### config.mk
export PLATFORM = sky130hd
export DESIGN_NAME = write_source_arbiter
export DESIGN_NICKNAME = d
export VERILOG_FILES = /design/src/rtl/write_source_arbiter.sv
export SDC_FILE = /design/constraint.sdc
export NUM_CORES = 1
export LEC_CHECK = 0
export CAP_MARGIN = 20
export CORE_MARGIN = 4
export CORE_UTILIZATION = 39
export DETAILED_ROUTE_END_ITERATION = 8
export PLACE_DENSITY = 0.88
export SKIP_CTS_REPAIR_TIMING = 1
export SLEW_MARGIN = 20
export SYNTH_ARGS = -nofsm -noshare
export SYNTH_HDL_FRONTEND = slang
export SYNTH_SLANG_ARGS = --single-unit
### constraint.sdc
create_clock -name clk -period 4.68 [get_ports clk]
set_clock_uncertainty 0.2 [all_clocks]
set_input_delay 1.17 -clock clk [delete_from_list [all_inputs] [get_ports clk]]
set_output_delay 1.17 -clock clk [all_outputs]
set_load 0.005 [all_outputs]
### src/rtl/write_source_arbiter.sv
// write_source_arbiter
//   Arbitrates NUM_SRC write sources onto one registered DATA_W-wide write
//   stream toward the single memory write port. A winning source is locked
//   for a whole burst (until it delivers a word with its last flag set).
//   Arbitration is fixed priority (index 0 highest, MODE=0) or round-robin
//   (MODE=1).
//
//   Handshake rule (both sides): a word moves across an interface on a rising
//   clock edge where valid and ready are both high; valid never waits on ready.
//
// Ports
//   clk        system clock, rising edge
//   rst        synchronous active-high reset
//   src_valid  per-source word valid
//   src_data   packed source words, source i at [i*DATA_W +: DATA_W]
//   src_last   per-source end-of-burst flag, qualified by src_valid
//   src_ready  per-source accept, one-hot or zero
//   out_valid  output word valid
//   out_data   registered output word
//   out_src    index of the source that produced out_data
//   out_last   registered last flag of out_data
//   out_ready  downstream accept
//   busy       high while a burst is locked (exposes the FSM state)
module write_source_arbiter #(
   parameter int DATA_W  = 16,
   parameter int NUM_SRC = 4,
   parameter int MODE    = 0,
   parameter int SRC_W   = $clog2(NUM_SRC)
) (
   input  logic                      clk,
   input  logic                      rst,
   input  logic [NUM_SRC-1:0]        src_valid,
   input  logic [NUM_SRC*DATA_W-1:0] src_data,
   input  logic [NUM_SRC-1:0]        src_last,
   output logic [NUM_SRC-1:0]        src_ready,
   output logic                      out_valid,
   output logic [DATA_W-1:0]         out_data,
   output logic [SRC_W-1:0]          out_src,
   output logic                      out_last,
   input  logic                      out_ready,
   output logic                      busy
);

   typedef enum logic {IDLE = 1'b0, LOCK = 1'b1} state_t;

   state_t              state, state_next;
   logic [SRC_W-1:0]    grant, grant_next;
   logic [SRC_W-1:0]    rr_ptr, rr_next;
   logic [SRC_W-1:0]    winner, low_any, low_up;
   logic                any_valid, has_up;
   logic                sel_valid, sel_last;
   logic [DATA_W-1:0]   sel_data;
   logic                take;
   logic                accept;

   // Output register can take a word when empty or being drained this cycle.
   assign take      = !out_valid || out_ready;
   assign any_valid = |src_valid;
   assign busy      = (state == LOCK);
   assign accept    = (state == LOCK) && sel_valid && take;

   // Winner search. Scanning downward leaves the lowest matching index.
   // low_up is the lowest requester at or above rr_ptr; if none exists the
   // round-robin search wraps, which is the lowest requester overall.
   always_comb begin
      low_any = '0;
      low_up  = '0;
      has_up  = 1'b0;
      for (int i = NUM_SRC - 1; i >= 0; i--) begin
         if (src_valid[i]) begin
            low_any = SRC_W'(i);
            if (SRC_W'(i) >= rr_ptr) begin
               low_up = SRC_W'(i);
               has_up = 1'b1;
            end
         end
      end
      winner = (MODE == 1 && has_up) ? low_up : low_any;
   end

   // Mux the granted source and build the one-hot ready.
   always_comb begin
      sel_valid = 1'b0;
      sel_last  = 1'b0;
      sel_data  = '0;
      src_ready = '0;
      for (int i = 0; i < NUM_SRC; i++) begin
         if (grant == SRC_W'(i)) begin
            sel_valid    = src_valid[i];
            sel_last     = src_last[i];
            sel_data     = src_data[i*DATA_W +: DATA_W];
            src_ready[i] = (state == LOCK) && take;
         end
      end
   end

   // Next-state logic. Other requesters never break a lock; only the granted
   // source's last beat releases it.
   always_comb begin
      state_next = state;
      grant_next = grant;
      rr_next    = rr_ptr;
      case (state)
         IDLE: begin
            if (any_valid) begin
               state_next = LOCK;
               grant_next = winner;
            end
         end
         LOCK: begin
            if (accept && sel_last) begin
               state_next = IDLE;
               if (MODE == 1) begin
                  rr_next = (grant == SRC_W'(NUM_SRC - 1)) ? '0 : grant + 1'b1;
               end
            end
         end
         default: state_next = IDLE;
      endcase
   end

   always_ff @(posedge clk) begin
      if (rst) begin
         state  <= IDLE;
         grant  <= '0;
         rr_ptr <= '0;
      end else begin
         state  <= state_next;
         grant  <= grant_next;
         rr_ptr <= rr_next;
      end
   end

   // Output register: a new accept overwrites a word being drained in the
   // same edge, so bursts stream at one word per cycle.
   always_ff @(posedge clk) begin
      if (rst) begin
         out_valid <= 1'b0;
         out_data  <= '0;
         out_src   <= '0;
         out_last  <= 1'b0;
      end else if (accept) begin
         out_valid <= 1'b1;
         out_data  <= sel_data;
         out_src   <= grant;
         out_last  <= sel_last;
      end else if (out_ready) begin
         out_valid <= 1'b0;
      end
   end

endmodule

# [Word-level counts from Yosys, hierarchy flattened]
# Index checks and enable logic that the tools add are counted.
[op_classes] eq_ne=3 mux=25 n_bitwise=1 n_reduce_logical=10
[ops] operator="$mux W16" count=4
[ops] operator="$mux W1" count=16
[ops] operator="$mux W2" count=4
[ops] operator="$eq A2 B2 Y1 const B" count=2
[ops] operator="$logic_and A1 B1 Y1" count=4
[ops] operator="$reduce_or A4 Y1" count=1
[ops] operator="$eq A2 B1 Y1 const B" count=1
[ops] operator="$logic_not A2 Y1" count=1
[ops] operator="$pmux W1 S2" count=1
[ops] operator="$reduce_and A2 Y1" count=1
[ops] operator="$reduce_bool A2 Y1" count=1
[ops] operator="$logic_not A1 Y1" count=1
[ops] operator="$logic_or A1 B1 Y1" count=1
[ops] operator="$not A1 Y1" count=1
[totals] register_bits=23 input_bits=75 output_inout_bits=25 wordCells=45

# [Logic depth before layout (Yosys ltp)]
# Gate-level depths: netlist (run 1).
[depth] ltp_word=10 depth_mapped=6 depth_no_buf=3

# [Worst setup path before layout (run 1)]
# Ideal clock, no wire load.
[synth_path] path_type="input to output" startpoint="input out_ready" endpoint="output src_ready[1]" arrival_time_ns=2.057 t_required_ns=3.310 slack_ns=1.253 stages=5 n_path_buf=2 path_cell_list="nand2b_1 -> clkbuf_1 -> clkbuf_1 -> nand2_1 -> nor3b_1"
[synth_via] elab_chain_len=3
[synth_rtl] item="start: declaration" line="40" source="input logic out_ready,"
[synth_rtl] item="$logic_or A1 B1 Y1" line="57" source="assign take = !out_valid || out_ready;"
[synth_rtl] item="$logic_and A1 B1 Y1" line="92" source="src_ready[i] = (state == LOCK) && take;"
[synth_rtl] item="$mux W1" line="88" source="if (grant == SRC_W'(i)) begin"
[synth_rtl] item="end: declaration" line="35" source="output logic [NUM_SRC-1:0] src_ready,"
# Every way passes these cells.

# [Worst setup path in the final report (run 1)]
# Same ends and word-level chain as after synthesis.

==> impl_metrics.py, run 1 <==
metrics = {
    "synth": {
        "yosysTopAreaCellShare_pct": 29.5,
        "synth_cell_types": 23,
        "yosysTopAreaCell": "dfxtp_1",
        "synth.net_count": 235,
        "yosysWarningCount": 0,
        "synth_top_cells_by_area": "dfxtp_1 30%, mux4_2 26%, a31o_2 10%",
        "synth_seq_cells": 23,
        "yosysSeqAreaShare_pct": 29.5,
        "syn_area_mm2": 0.00156,
        "syn_inst": 160,
        "syn_avg_cell_area_um2": 9.74,
    },
    "layout": {
        "area.growth.synth_to_final_pct": 65.2,
        "final_nets": 321,
        "num-fill-cells": 302,
        "diodes": 0,
        "drive_gt1_share_pct": 19.2,
    },
    "sta": {
        "min_period_ps": 4170,
        "drv_slew": 0,
        "setup_violations": 0,
        "hold_violations": 0,
        "fmax_ghz": 0.240,
        "period_share_pct": 89.2,
        "worst_slack_ps": 507,
        "worst_pin_slew_ps": 799,
        "max-slew-margin-rel_pct": 46.6,
        "rsz0062_at_grt": "no",
        "hold_slack_ps": 333,
        "tns_ps": 0,
    },
    "worst_setup_path": {
        "end_kind": "primary output",
        "ff2ff_path_depth": 3,
        "crit_chain": "clkdlybuf4s50_1, nand2b_1, nand2_1, nor3b_1, clkdlybuf4s50_1",
        "cp-start-kind": "input port",
        "critPathMaxStageDelay_ps": 530,
        "r2r-start": "grant[0]",
        "cpMaxStageDelayCell": "clkdlybuf4s50_1",
        "required_ps": 3310,
        "critPathKind": "in2out",
        "cp.buffers_inverters": 2,
        "r2r_end": "out_data[7]",
        "reg2reg_slack_ps": 2170,
        "arrival_ps": 2800,
        "critPathTopFamily": "buffers and inverters",
        "crit_path_max_fanout": 7,
        "crit_top_cell": "clkdlybuf4s50_1",
    },
    "routing": {
        "first_pass_iters": 5,
        "vias": 1613,
        "drc": 0,
        "vias_per_cell": 5.51,
        "drt-wirelength-per-cell_um": 15.7,
        "drtAntennaViolNets": 0,
        "drtIter0Drc": 82,
        "finalWirelength_um": 4590,
    },
    "cts": {
        "cts_tree": "done",
        "cts_buffers": 3,
        "clockBufferDepth": 2,
        "h-tree-depth": 1,
        "path_clk_slew_ps": 80,
        "cts_sinks": 23,
        "clockRootBuffer": "clkbuf_8",
        "clk_latency_ps": 260,
    },
    "power_and_ir_drop": {
        "p_leak_nw": 0.866,
        "p_clk_share_pct": 21.8,
        "ir_drop_uv": 137,
        "swShare_pct": 27.0,
        "p_seq_share_pct": 40.2,
        "internal_power_mw": 0.408,
        "power_switching_mw": 0.151,
        "p_comb_share_pct": 38.0,
        "cellPowerDensity_mw_per_mm2": 217,
    },
    "global_routing": {
        "antenna_found_initial": 0,
        "grt_first_pass_wirelength_um": 7260,
        "gr-usage-all-layers_pct": 17.8,
        "grt_pass1_vias": 1599,
        "grt_max_degree": 47,
        "grt_overflow_total": 0,
    },
    "floorplan": {
        "rows": 22,
        "core_area_mm2": 0.00377,
        "die_height_um": 71.2,
        "start_util_pct": 41.3,
        "dieArea_mm2": 0.00507,
        "pin_count": 100,
        "die_w_um": 71.2,
    },
    "hold_path": {
        "whs_path_depth": 3,
        "hold_end": "out_data[4]",
        "hold_class": "reg2reg",
        "holdCritStartpoint": "out_data[4]",
    },
    "placed_design": {
        "gp_congestion": 0.802,
        "dpl.hpwl_um": 3530,
        "pre_cts_ws_ps": 545,
        "numPortBuffers": 99,
    },
    "run": {
        "drv_cap": 0,
    },
    "status": {
        "run_status": "finished, final reports clean",
    },
}
-- flip-flops by register name (all words and copies together) (netlist names) --
name / count
out_data: 16
grant: 2
out_src: 2
busy: 1
out_last: 1
out_valid: 1
-- stage by stage --
stage               area [µm²]  power (mW)  std cells  utilization [%]
global route              2570       0.589        293             68.3
CTS                       2570       0.562        293             68.3
floorplan                 1560       0.339        160                -
finish                    2570       0.560        293             68.3
global placement          2530       0.440        289             67.1
detailed placement        2530       0.444        289             67.1
-- per-layer routing --
metal	vias to the layer above	part of all wire, %	GRT usage [%]
met5	-	0	0
met4	0	1.9	6.68
met1	738	40	22.4
met3	8	10	4.77
li1	781	-	-
met2	86	48	29.3
-- cell usage after synthesis, drive strengths merged --
| master | count |
|---|---|
| and4 | 1 |
| nor3b | 2 |
| nor2 | 5 |
| nand2 | 1 |
| mux2 | 1 |
| mux4 | 18 |
| nand3b | 1 |
| nand3 | 1 |
| dfxtp | 23 |
| o221a | 2 |
| nor3 | 1 |
| and3 | 1 |
| a21oi | 21 |
| inv | 21 |
| clkbuf | 11 |
| nand2b | 1 |
| buf | 11 |
| a31o | 19 |
| nand4 | 19 |
-- worst min-delay path: stages, from the launching register on --
cell,delay (ps)
dfxtp_1,310
inv_1,50
a31o_2,80
a21oi_1,50
-- placed cells by master, fill, tap and decap left out, drive strengths merged --
cell,n
clkdlybuf4s50,99
dfxtp,23
inv,21
a21oi,21
nand4,19
a31o,19
mux4,18
nor2,5
buf,4
clkbuf,4
nor3b,2
o221a,2
nand2b,1
and4,1
nand2,1
nor3,1
nand3b,1
and3,1
nand3,1
mux2,1
-- cell families after synthesis --
family | Yosys count | synth area share [%]
multiplexers | 19 | 26.7
buffers and inverters | 43 | 12.1
flip-flops | 23 | 29.5
AO/OA/AOI/OAI | 42 | 19.1
AND/OR/NAND/NOR | 33 | 12.5
-- area by class of cell --
type                            count  area (µm²)  share of cell area (%)
Tap cell                           48        60.1                    2.33
Sequential cell                    23         460                    17.9
Multi-Input combinational cell     94         910                    35.3
Timing Repair Buffer              103        1020                    39.7
Inverter                           21        78.8                    3.06
Clock buffer                        4        45.0                    1.75
-- how the worst max path moves through the flow --
| stage | depth (start not counted) | slack (ps) | to | start |
|---|---|---|---|---|
| global route | 5 | 400 | src_ready[1] | out_ready |
| finish | 5 | 510 | src_ready[1] | out_ready |
| floorplan | 5 | 1250 | src_ready[1] | out_ready |
| CTS | 5 | 510 | src_ready[1] | out_ready |
| global placement | 5 | 540 | src_ready[1] | out_ready |
| detailed placement | 5 | 550 | src_ready[2] | out_ready |
-- power groups by stage --
stage | sequential, mW | clock (mW) | combinational [mW]
2_1_floorplan | 0.224 | 0 | 0.115
3_3_place_gp | 0.229 | 0 | 0.211
3_5_place_dp | 0.230 | 0 | 0.214
4_1_cts | 0.225 | 0.123 | 0.214
5_1_grt | 0.227 | 0.131 | 0.231
6_report | 0.225 | 0.122 | 0.213
No activity file was read; power rests on OpenSTA's default activity.
==> run 2: changes to the inputs <==
--- a/config.mk
+++ b/config.mk
@@ -8,6 +8,7 @@
 export CAP_MARGIN = 20
 export CORE_MARGIN = 4
 export CORE_UTILIZATION = 39
+export CTS_CLUSTER_DIAMETER = 150
 export DETAILED_ROUTE_END_ITERATION = 8
 export PLACE_DENSITY = 0.88
 export SKIP_CTS_REPAIR_TIMING = 1
==> results of run 2 <==
No change in the layout: final DEF, timing and power equal those of run 1.
==> run 3: changes to the inputs <==
--- a/config.mk
+++ b/config.mk
@@ -7,10 +7,10 @@
 export LEC_CHECK = 0
 export CAP_MARGIN = 20
 export CORE_MARGIN = 4
-export CORE_UTILIZATION = 39
+export CORE_UTILIZATION = 37
 export CTS_CLUSTER_DIAMETER = 150
 export DETAILED_ROUTE_END_ITERATION = 8
-export PLACE_DENSITY = 0.88
+export PLACE_DENSITY = 0.85
 export SKIP_CTS_REPAIR_TIMING = 1
 export SLEW_MARGIN = 20
 export SYNTH_ARGS = -nofsm -noshare
==> constraint.sdc (replaced) <==
create_clock -name clk -period 4.5 [get_ports clk]
set_clock_uncertainty 0.2 [all_clocks]
set_input_delay 1.125 -clock clk [delete_from_list [all_inputs] [get_ports clk]]
set_output_delay 1.125 -clock clk [all_outputs]
set_load 0.005 [all_outputs]
==> run 3 against run 2 <==
Net effect: worst setup slack better by 10 ps; clock power up 3%; global-route usage down 1.4 points; register-to-register slack worse by 160 ps; final cell count up 0.68%; wire length down 2.1%; die area up 4.8%; first-iteration DRC count up 130%; critical path depth unchanged; critical path type unchanged; largest power group unchanged; highest routed layer unchanged.
==> impl_metrics.py, run 3 (same netlist as run 1, synthesis figures left out) <==
metrics = {
    "status": {
        "run_status": "finished, final reports clean",
    },
    "floorplan": {
        "core_area_mm2": 0.00403,
        "start_util_pct": 38.7,
        "die_height_um": 72.9,
        "dieArea_mm2": 0.00532,
        "rows": 23,
        "pin_count": 100,
        "die_w_um": 72.9,
    },
    "layout": {
        "top_register": "out_data",
        "area.growth.synth_to_final_pct": 65.4,
        "final_common_cell": "clkdlybuf4s50_1",
        "top_regs": "out_data: 16 flops, grant: 2 flops, out_src: 2 flops",
        "largest_reg_flops": 16,
        "final_cell_mix": "99 x clkdlybuf4s50_1, 23 x dfxtp_1, 21 x inv_1",
        "diodes": 0,
        "drive_gt1_share_pct": 19.6,
        "final_area_mm2": 0.00258,
        "final_nets": 321,
    },
    "global_routing": {
        "grt_pass1_vias": 1453,
        "grt_overflow_total": 0,
        "gr-usage-all-layers_pct": 16.4,
        "grt_max_degree": 41,
        "grt_first_pass_wirelength_um": 6910,
        "antenna_found_initial": 0,
    },
    "power_and_ir_drop": {
        "p_seq_share_pct": 41.0,
        "power_switching_mw": 0.158,
        "p_clk_share_pct": 21.6,
        "p_comb_share_pct": 37.4,
        "cellPowerDensity_mw_per_mm2": 225,
        "ir_drop_uv": 119,
        "swShare_pct": 27.2,
        "p_leak_nw": 0.868,
        "internal_power_mw": 0.423,
    },
    "sta": {
        "period_share_pct": 88.5,
        "max-slew-margin-rel_pct": 44.0,
        "hold_violations": 0,
        "setup_violations": 0,
        "worst_pin_slew_ps": 837,
        "tns_ps": 0,
        "rsz0062_at_grt": "no",
        "drv_slew": 0,
        "fmax_ghz": 0.251,
        "min_period_ps": 3980,
    },
    "worst_setup_path": {
        "reg2reg_slack_ps": 2010,
        "arrival_ps": 2660,
        "cp-start-kind": "input port",
        "required_ps": 3170,
        "r2r_end": "out_data[15]",
        "critPathMaxStageDelay_ps": 540,
        "cpMaxStageDelayCell": "clkdlybuf4s50_1",
        "ff2ff_path_depth": 3,
        "critPathTopFamily": "buffers and inverters",
        "critPathCapture": "src_ready[1]",
        "crit_path_max_fanout": 3,
        "cp.buffers_inverters": 2,
        "crit_cells": 5,
        "crit_chain": "clkdlybuf4s50_1, nand2b_1, nand2_1, nor3b_1, clkdlybuf4s50_1",
        "crit_top_cell": "clkdlybuf4s50_1",
        "end_kind": "primary output",
        "r2r-start": "grant[0]",
        "crit_start": "out_ready",
        "critPathKind": "in2out",
    },
    "cts": {
        "cts_sinks": 23,
        "clockRootBuffer": "clkbuf_8",
        "h-tree-depth": 1,
        "cts_tree": "done",
        "clk_latency_ps": 250,
        "cts_buffers": 3,
        "path_clk_slew_ps": 80,
        "clockBufferDepth": 2,
    },
    "run": {
        "drv_cap": 0,
    },
    "hold_path": {
        "hold_class": "reg2reg",
        "holdCritStartpoint": "out_data[2]",
    },
    "routing": {
        "drtAntennaViolNets": 0,
        "finalWirelength_um": 4490,
        "drtIter0Drc": 187,
        "vias": 1572,
        "vias_per_cell": 5.33,
        "first_pass_iters": 4,
        "drt-wirelength-per-cell_um": 15.2,
        "drc": 0,
    },
    "placed_design": {
        "dpl.hpwl_um": 3580,
        "gp_congestion": 0.742,
        "numPortBuffers": 99,
        "dpl_cell_area_mm2": 0.00253,
    },
}
-- run 3: cell types whose count changed in the layout (fill, tap and decap cells not counted), sizes merged --
| cell | delta |
|---|---|
| clkbuf | -1 |
| clkinv | +1 |
-- run 3: metal layers --
metal  wire length (µm)  share of wire [%]  vias up  GRT usage [%]
li1                   -                  -      775              -
met1               1890                 42      728           21.5
met2               2260                 50       65           28.7
met3                312                6.9        4           2.48
met4                 28               0.62        0           3.07
met5                  0                  0        -              0
-- run 3: power by group through the flow --
| stage | Clock, mW | Combinational (mW) | Sequential, mW |
|---|---|---|---|
| 2_1_floorplan | 0 | 0.120 | 0.233 |
| 3_3_place_gp | 0 | 0.215 | 0.243 |
| 3_5_place_dp | 0 | 0.218 | 0.243 |
| 4_1_cts | 0.130 | 0.218 | 0.238 |
| 5_1_grt | 0.137 | 0.234 | 0.242 |
| 6_report | 0.126 | 0.217 | 0.238 |
-- run 3: per-stage QoR --
| stage | setup slack [ps] | power, mW | hold WS, ps | instances | utilization, % |
|---|---|---|---|---|---|
| 6_report | 517 | 0.581 | 335 | 295 | 64.0 |
| 5_1_grt | 419 | 0.613 | 355 | 295 | 64.0 |
| 4_1_cts | 509 | 0.587 | 332 | 295 | 64.0 |
| 3_5_place_dp | 503 | 0.461 | 320 | 291 | 62.9 |
| 3_3_place_gp | 546 | 0.457 | 316 | 291 | 62.9 |
| 2_1_floorplan | 1160 | 0.352 | 328 | 160 | - |
-- run 3: how the worst min path moves through the flow --
stage                               to  slack (ps)  cells after the start
after global placement    out_data[14]         320                      3
after global routing        out_src[0]         360                      3
after CTS                  out_data[0]         330                      3
after detailed placement   out_data[0]         320                      3
after floorplan            out_data[0]         330                      3
final                      out_data[2]         330                      3
-- run 3: tightest hold or removal path, cell delays in order, from the launching register on --
cell     delay, ps
dfxtp_1        320
inv_1           50
a31o_2          80
a21oi_1         50
-- run 3: cell type report --
cell class,instances,area (µm²)
repair buffers,103,1020
multi-input cells,94,910
inverters,21,78.8
clock buffers,3,41.3
flip-flops and latches,23,460
well taps,50,62.6
clock inverters,1,5.00
fillers,321,1450
